### src/rtl/hazard_controller_if.sv
`default_nettype none
// ============================================================================
// Module      : hazard_controller_if
// Description : Bundle of decode flags, EX/MEM status and pipeline control
//               outputs exchanged between the pipeline and hazard_controller.
//               master = pipeline side (drives i_*), slave = controller side.
// Ports       : i_id_*  ID-stage decode flags and source registers
//               i_ex_*  EX-stage writeback flags and destination
//               i_br_taken, i_mem_req, i_mem_ready  resolution / memory status
//               o_*     stall, flush, bubble, pc-select, error, stall count
// Revision    : 1.0  initial release
// ============================================================================
interface hazard_controller_if #(
   parameter int REG_AW = 2,
   parameter int CNT_W  = 16
);
   logic              i_id_valid;
   logic              i_id_branch;
   logic              i_id_flush;
   logic [REG_AW-1:0] i_id_src_a;
   logic [REG_AW-1:0] i_id_src_b;
   logic              i_id_uses_b;
   logic              i_ex_regwrite;
   logic              i_ex_memtoreg;
   logic [REG_AW-1:0] i_ex_dst;
   logic              i_br_taken;
   logic              i_mem_req;
   logic              i_mem_ready;
   logic              o_pc_stall;
   logic              o_ifid_stall;
   logic              o_idex_stall;
   logic              o_exmem_stall;
   logic              o_ifid_flush;
   logic              o_idex_bubble;
   logic              o_pc_sel;
   logic              o_mem_err;
   logic [CNT_W-1:0]  o_stall_cnt;

   modport master (
      output i_id_valid, i_id_branch, i_id_flush, i_id_src_a, i_id_src_b,
             i_id_uses_b, i_ex_regwrite, i_ex_memtoreg, i_ex_dst, i_br_taken,
             i_mem_req, i_mem_ready,
      input  o_pc_stall, o_ifid_stall, o_idex_stall, o_exmem_stall,
             o_ifid_flush, o_idex_bubble, o_pc_sel, o_mem_err, o_stall_cnt
   );

   modport slave (
      input  i_id_valid, i_id_branch, i_id_flush, i_id_src_a, i_id_src_b,
             i_id_uses_b, i_ex_regwrite, i_ex_memtoreg, i_ex_dst, i_br_taken,
             i_mem_req, i_mem_ready,
      output o_pc_stall, o_ifid_stall, o_idex_stall, o_exmem_stall,
             o_ifid_flush, o_idex_bubble, o_pc_sel, o_mem_err, o_stall_cnt
   );
endinterface
`default_nettype wire

### src/rtl/hazard_controller.sv
`default_nettype none
// ============================================================================
// Module      : hazard_controller
// Description : Pipeline sequencing controller for the 4-stage accumulator
//               CPU. Generates stall/bubble/flush/PC-select controls from
//               decode flags and EX/MEM status; holds branch resolution
//               across memory wait states; flags memory timeouts and counts
//               PC-stall cycles (saturating).
// Ports       : i_clk    clock, rising edge
//               i_rst_n  asynchronous active-low reset
//               bus      hazard_controller_if.slave (inputs i_*, outputs o_*)
// Revision    : 1.0  initial release
// ============================================================================
module hazard_controller #(
   parameter int REG_AW      = 2,
   parameter int MEM_TIMEOUT = 15,
   parameter int CNT_W       = 16
) (
   input  wire                 i_clk,
   input  wire                 i_rst_n,
   hazard_controller_if.slave  bus
);

   typedef enum logic [1:0] {
      ST_RUN  = 2'd0,
      ST_BR   = 2'd1,
      ST_MEMW = 2'd2
   } state_t;

   localparam logic [7:0]       c_TIMEOUT = 8'(MEM_TIMEOUT);
   localparam logic [CNT_W-1:0] c_CNT_MAX = '1;

   state_t           state_q, state_d;
   state_t           ret_q, ret_d;
   logic             br_flush_q, br_flush_d;
   logic [7:0]       wait_cnt_q, wait_cnt_d;
   logic             mem_err_q, mem_err_d;
   logic [CNT_W-1:0] stall_cnt_q;

   logic w_load_use, w_mem_block;
   logic w_pc_stall, w_ifid_stall, w_idex_stall, w_exmem_stall;
   logic w_ifid_flush, w_idex_bubble, w_pc_sel;

   assign w_load_use = bus.i_id_valid & bus.i_ex_regwrite & bus.i_ex_memtoreg &
                       ((bus.i_ex_dst == bus.i_id_src_a) |
                        (bus.i_id_uses_b & (bus.i_ex_dst == bus.i_id_src_b)));
   assign w_mem_block = bus.i_mem_req & ~bus.i_mem_ready;

   always_comb begin
      state_d       = state_q;
      ret_d         = ret_q;
      br_flush_d    = br_flush_q;
      wait_cnt_d    = wait_cnt_q;
      mem_err_d     = mem_err_q;
      w_pc_stall    = 1'b0;
      w_ifid_stall  = 1'b0;
      w_idex_stall  = 1'b0;
      w_exmem_stall = 1'b0;
      w_ifid_flush  = 1'b0;
      w_idex_bubble = 1'b0;
      w_pc_sel      = 1'b0;
      case (state_q)
         ST_MEMW: begin
            if (bus.i_mem_ready) begin
               state_d = ret_q;
            end else if (wait_cnt_q == c_TIMEOUT) begin
               // Access aborted: release the pipeline and remember the fault
               mem_err_d = 1'b1;
               state_d   = ret_q;
            end else begin
               {w_pc_stall, w_ifid_stall, w_idex_stall, w_exmem_stall} = 4'hF;
               wait_cnt_d = wait_cnt_q + 8'd1;
            end
         end
         default: begin  // ST_RUN, ST_BR
            if (w_mem_block) begin
               // Freeze everything; resolution resumes after the wait
               {w_pc_stall, w_ifid_stall, w_idex_stall, w_exmem_stall} = 4'hF;
               ret_d      = state_q;
               state_d    = ST_MEMW;
               wait_cnt_d = 8'd1;
            end else if ((state_q == ST_BR) && bus.i_br_taken) begin
               // Taken branch squashes whatever sits in ID, including a branch
               w_pc_sel      = 1'b1;
               w_ifid_flush  = br_flush_q;
               w_idex_bubble = br_flush_q;
               state_d       = ST_RUN;
            end else if (w_load_use) begin
               w_pc_stall    = 1'b1;
               w_ifid_stall  = 1'b1;
               w_idex_bubble = 1'b1;
            end else if (bus.i_id_valid && bus.i_id_branch) begin
               br_flush_d = bus.i_id_flush;
               state_d    = ST_BR;
            end else begin
               state_d = ST_RUN;
            end
         end
      endcase
   end

   always_ff @(posedge i_clk or negedge i_rst_n) begin
      if (!i_rst_n) begin
         state_q     <= ST_RUN;
         ret_q       <= ST_RUN;
         br_flush_q  <= 1'b0;
         wait_cnt_q  <= 8'd0;
         mem_err_q   <= 1'b0;
         stall_cnt_q <= '0;
      end else begin
         state_q    <= state_d;
         ret_q      <= ret_d;
         br_flush_q <= br_flush_d;
         wait_cnt_q <= wait_cnt_d;
         mem_err_q  <= mem_err_d;
         if (w_pc_stall && (stall_cnt_q != c_CNT_MAX)) begin
            stall_cnt_q <= stall_cnt_q + 1'b1;
         end
      end
   end

   // Controls are forced low while reset is held
   assign bus.o_pc_stall    = w_pc_stall    & i_rst_n;
   assign bus.o_ifid_stall  = w_ifid_stall  & i_rst_n;
   assign bus.o_idex_stall  = w_idex_stall  & i_rst_n;
   assign bus.o_exmem_stall = w_exmem_stall & i_rst_n;
   assign bus.o_ifid_flush  = w_ifid_flush  & i_rst_n;
   assign bus.o_idex_bubble = w_idex_bubble & i_rst_n;
   assign bus.o_pc_sel      = w_pc_sel      & i_rst_n;
   assign bus.o_mem_err     = mem_err_q;
   assign bus.o_stall_cnt   = stall_cnt_q;

endmodule
`default_nettype wire

### src/flat_wrapper.sv
// flat-port wrapper written by rule: the top's interface ports become plain ports
module hazard_controller_flat 
#(
   parameter int REG_AW      = 2,
   parameter int MEM_TIMEOUT = 15,
   parameter int CNT_W       = 16
)
  (i_clk, i_rst_n, bus_i_id_valid, bus_i_id_branch, bus_i_id_flush, bus_i_id_src_a, bus_i_id_src_b, bus_i_id_uses_b, bus_i_ex_regwrite, bus_i_ex_memtoreg, bus_i_ex_dst, bus_i_br_taken, bus_i_mem_req, bus_i_mem_ready, bus_o_pc_stall, bus_o_ifid_stall, bus_o_idex_stall, bus_o_exmem_stall, bus_o_ifid_flush, bus_o_idex_bubble, bus_o_pc_sel, bus_o_mem_err, bus_o_stall_cnt);
  hazard_controller_if #(.REG_AW(REG_AW), .CNT_W(CNT_W)) bus_i ();
  input  wire i_clk;
  input  wire i_rst_n;
  input wire logic [$bits(bus_i.i_id_valid)-1:0] bus_i_id_valid;
  input wire logic [$bits(bus_i.i_id_branch)-1:0] bus_i_id_branch;
  input wire logic [$bits(bus_i.i_id_flush)-1:0] bus_i_id_flush;
  input wire logic [$bits(bus_i.i_id_src_a)-1:0] bus_i_id_src_a;
  input wire logic [$bits(bus_i.i_id_src_b)-1:0] bus_i_id_src_b;
  input wire logic [$bits(bus_i.i_id_uses_b)-1:0] bus_i_id_uses_b;
  input wire logic [$bits(bus_i.i_ex_regwrite)-1:0] bus_i_ex_regwrite;
  input wire logic [$bits(bus_i.i_ex_memtoreg)-1:0] bus_i_ex_memtoreg;
  input wire logic [$bits(bus_i.i_ex_dst)-1:0] bus_i_ex_dst;
  input wire logic [$bits(bus_i.i_br_taken)-1:0] bus_i_br_taken;
  input wire logic [$bits(bus_i.i_mem_req)-1:0] bus_i_mem_req;
  input wire logic [$bits(bus_i.i_mem_ready)-1:0] bus_i_mem_ready;
  output wire logic [$bits(bus_i.o_pc_stall)-1:0] bus_o_pc_stall;
  output wire logic [$bits(bus_i.o_ifid_stall)-1:0] bus_o_ifid_stall;
  output wire logic [$bits(bus_i.o_idex_stall)-1:0] bus_o_idex_stall;
  output wire logic [$bits(bus_i.o_exmem_stall)-1:0] bus_o_exmem_stall;
  output wire logic [$bits(bus_i.o_ifid_flush)-1:0] bus_o_ifid_flush;
  output wire logic [$bits(bus_i.o_idex_bubble)-1:0] bus_o_idex_bubble;
  output wire logic [$bits(bus_i.o_pc_sel)-1:0] bus_o_pc_sel;
  output wire logic [$bits(bus_i.o_mem_err)-1:0] bus_o_mem_err;
  output wire logic [$bits(bus_i.o_stall_cnt)-1:0] bus_o_stall_cnt;
  assign bus_i.i_id_valid = bus_i_id_valid;
  assign bus_i.i_id_branch = bus_i_id_branch;
  assign bus_i.i_id_flush = bus_i_id_flush;
  assign bus_i.i_id_src_a = bus_i_id_src_a;
  assign bus_i.i_id_src_b = bus_i_id_src_b;
  assign bus_i.i_id_uses_b = bus_i_id_uses_b;
  assign bus_i.i_ex_regwrite = bus_i_ex_regwrite;
  assign bus_i.i_ex_memtoreg = bus_i_ex_memtoreg;
  assign bus_i.i_ex_dst = bus_i_ex_dst;
  assign bus_i.i_br_taken = bus_i_br_taken;
  assign bus_i.i_mem_req = bus_i_mem_req;
  assign bus_i.i_mem_ready = bus_i_mem_ready;
  assign bus_o_pc_stall = bus_i.o_pc_stall;
  assign bus_o_ifid_stall = bus_i.o_ifid_stall;
  assign bus_o_idex_stall = bus_i.o_idex_stall;
  assign bus_o_exmem_stall = bus_i.o_exmem_stall;
  assign bus_o_ifid_flush = bus_i.o_ifid_flush;
  assign bus_o_idex_bubble = bus_i.o_idex_bubble;
  assign bus_o_pc_sel = bus_i.o_pc_sel;
  assign bus_o_mem_err = bus_i.o_mem_err;
  assign bus_o_stall_cnt = bus_i.o_stall_cnt;
  hazard_controller #(.REG_AW(REG_AW), .MEM_TIMEOUT(MEM_TIMEOUT), .CNT_W(CNT_W)) u_core (.i_clk(i_clk), .i_rst_n(i_rst_n), .bus(bus_i));
endmodule
### config.mk
export PLATFORM = sky130hd
export DESIGN_NAME = hazard_controller_flat
export DESIGN_NICKNAME = d
export VERILOG_FILES = /design/src/rtl/hazard_controller_if.sv /design/src/rtl/hazard_controller.sv /design/src/flat_wrapper.sv
export SDC_FILE = /design/constraint.sdc
export NUM_CORES = 1
export LEC_CHECK = 0
export CORE_UTILIZATION = 48
export DETAILED_ROUTE_END_ITERATION = 12
export GPL_ROUTABILITY_DRIVEN = 0
export GPL_TIMING_DRIVEN = 0
export PLACE_DENSITY = 0.72
export SYNTH_ARGS = -nofsm -noshare
export SYNTH_HDL_FRONTEND = slang
export SYNTH_SLANG_ARGS = --single-unit
### constraint.sdc
create_clock -name i_clk -period 3.9 [get_ports i_clk]
set_input_delay 0.78 -clock i_clk [delete_from_list [all_inputs] [get_ports i_clk]]
set_output_delay 0.78 -clock i_clk [all_outputs]
set_load 0.02 [all_outputs]
==> impl_metrics.toml <==
[power_and_ir_drop]
p_comb_frac = 0.401
p_per_area_mw_per_mm2 = 541.9
p_total_mw = 1.321
peakVddDrop_uv = 436.9
p_switching_mw = 0.4813
share_seq_of_total_power = 0.372
p_leak_nw = 0.9857
power.internal_mw = 0.8395
p_sw_frac = 0.3644
p_clk_frac = 0.226

[global_route]
overflow = 0
antenna_found_initial = 0
grt_max_degree = 34
grt_usage = 0.2138
grt_pass1_vias = 1563
grt_pass1_wl_um = 6851

[floorplanning]
ios = 41
die-width_um = 64.49
die_h_um = 64.49
rows = 22
initial_core_util = 0.5044
core_area_mm2 = 0.003716
dieArea_mm2 = 0.004159

[yosys]
ys_seq_elements = 30
synth_flop_cell = "dfrtp_1"
async_flop_share = 1.000
synthCells = 177
yosys-top-cells-area = "dfrtp_1, xor2_1, a211oi_2"
synth_area_mm2 = 0.001874
syn_nets = 196
ys_types = 49
synth_largest_area_cell = "dfrtp_1"
synth_compound_area_frac = 0.2230
ys_warn_count = 0
synthAdderAreaFrac = 0.01335
synth-xor-area-share = 0.08411
synthSimpleGateAreaFrac = 0.1869
synth_top_area_frac = 0.4005
synth_edf_count = 0
yosysMostFrequentCell = "dfrtp_1"
synth_top_family_by_area = "compound AO/OA/AOI/OAI gates"
synth_mux_area_frac = 0.04339
postSynthAreaPerCell_um2 = 10.59
synth_commonest_cells = "dfrtp_1, nand2_1, nor2_1, xor2_1"
seq_area_frac_synth = 0.4005

[cts]
numCtsBuffers = 5
clockBufferDepth = 2
cts_hold_buf = 0
cts_tree = "built"
h-tree-depth = 2
cts.sinks = 30
root_buffer = "clkbuf_8"
clk_latency_ns = 0.28
path_clk_slew_ns = 0.07

[setup_path]
slowest_stage = "clkdlybuf4s50_1"
max_stage_delay_ns = 0.45
cp.required_ns = 3.12
worstPathArrival_ns = 2.94
start_kind = "input pin"
critPathCaptureType = "primary output"
cp_top_family = "buffers and inverters"
path_buf_inv = 4
critPathKind = "in -> out"
path_max_fanout = 10
crit_path_cell_trace = "clkdlybuf4s50_1, or2_4, a2111oi_4, o21bai_4, buf_6, a21boi_1, buf_4, dlygate4sd2_1"

[layout]
drive_above_1_share = 0.1867
syn2layout_area_growth_pct = 30.04
num_antenna_cells = 0
final_util = 0.6559
nFillCells = 308
final_nets = 243

[route]
ant_nets = 0
vias = 1505
drt_iter0_drc = 84
dr.pass1.iters = 4
avgRoutedWirePerCell_um = 14.36
vias_per_cell = 5.513
drc_errors = 0
routed_wl_um = 3921

[placement]
dp_hpwl_um = 2860
numPortBuffers = 40
dp_slack_ns = -0.1136

[run_status]
status = "complete, no violations"

[timing]
fin_tns_setup_ns = 0
post-route-period-util = 0.9536
max_freq_mhz = 268.9
skew_ns = 0.006134
slew_headroom = 0.5275
slew_viol_final = 0
finalHoldViolCount = 0
rsz0062_at_grt = "false"
setup_viol = 0
setup_slack_ns = 0.1809
min_period_ns = 3.719
worst_pin_slew_ns = 0.7087

[run]
maxCapViolCount = 0

[worst_hold_path]
min_path_type = "reg -> reg"
==> kinds of logic after synthesis <==
| group | Yosys count |
|---|---|
| AND/OR/NAND/NOR | 67 |
| buffers and inverters | 13 |
| adder cells (fa/ha/maj) | 2 |
| multiplexers | 6 |
| flip-flops | 30 |
| AO/OA/AOI/OAI | 41 |
| XOR/XNOR | 18 |
==> power groups by stage <==
stage,logic [mW],registers (mW),clock network [mW]
floorplan,0.303,0.528,0
global placement,0.523,0.489,0
detailed placement,0.532,0.494,0
CTS,0.533,0.490,0.304
global route,0.573,0.507,0.316
finish,0.530,0.492,0.299
==> path summary, 6_finish.rpt <==
kind                                                  start                                endpoint  slack [ns]  cells after the start
hold reg to reg            u_core.bus.o_mem_err$_DFFE_PN0P_        u_core.bus.o_mem_err$_DFFE_PN0P_        0.47                      1
hold / removal             u_core.bus.o_mem_err$_DFFE_PN0P_        u_core.bus.o_mem_err$_DFFE_PN0P_        0.47                      1
setup / recovery                            bus_i_ex_dst[1]                          bus_o_pc_stall        0.18                      8
max in group asynchronous                           i_rst_n        u_core.wait_cnt_q[5]$_DFFE_PN0P_        2.90                      1
setup reg to reg           u_core.wait_cnt_q[4]$_DFFE_PN0P_  u_core.bus.o_stall_cnt[11]$_DFFE_PN0P_        1.84                      7
min in group asynchronous                           i_rst_n           u_core.br_flush_q$_DFFE_PN0P_        0.54                      1
==> placed cells by master (no fill, tap or decap), types with 3 or more instances in the layout <==
cell | synthesis | layout
clkdlybuf4s50_1 | 0 | 37
dfrtp_1 | 30 | 30
nand2_1 | 17 | 17
nor2_1 | 15 | 15
xor2_1 | 13 | 13
nand3_1 | 9 | 9
a211oi_2 | 9 | 9
inv_1 | 8 | 8
clkbuf_8 | 0 | 8
a21oi_1 | 6 | 6
xnor2_1 | 5 | 5
and2_1 | 4 | 4
nand4_1 | 4 | 4
mux2_4 | 4 | 4
o31ai_1 | 4 | 4
or2_1 | 3 | 3
a211oi_1 | 3 | 3
a21oi_2 | 3 | 3
==> cell type report <==
type,instances,area (um^2),share of cell area
Buffer,5,61.31,0.02515
Clock buffer,8,110.1,0.04517
Inverter,8,30.03,0.01232
Multi-Input combinational cell,134,1032,0.4235
Sequential cell,30,750.7,0.3080
Tap cell,48,60.06,0.02464
Timing Repair Buffer,40,392.9,0.1612
==> flip-flops by register name, summed over array words and instances (netlist names) <==
signal and flops:
u_core.bus.o_stall_cnt 16, u_core.wait_cnt_q 8, u_core.ret_q 2, u_core.state_q 2
u_core.br_flush_q 1, u_core.bus.o_mem_err 1
==> layer usage <==
metal	vias up	GRT usage	routed length [um]
met4	0	0.09722	51
met3	5	0.03873	132
li1	724	-	-
met1	743	0.2605	1771
met2	33	0.3658	1966
met5	-	0	0
==> repair_timing <==
item / 4_1_cts / 5_1_grt
resized for setup: 2 / 0
endpoints found under the setup margin: 2 / 0
setup buffers: 0 / 0
==> stage by stage <==
stage	instance area (um^2)	hold WS, ns	instances
2_1_floorplan	1874	0.4609	177
3_3_place_gp	2335	0.4561	265
3_5_place_dp	2330	0.4576	265
4_1_cts	2437	0.4730	273
5_1_grt	2437	0.5107	273
6_report	2437	0.4662	273
Power figures use the tool's default switching activity.
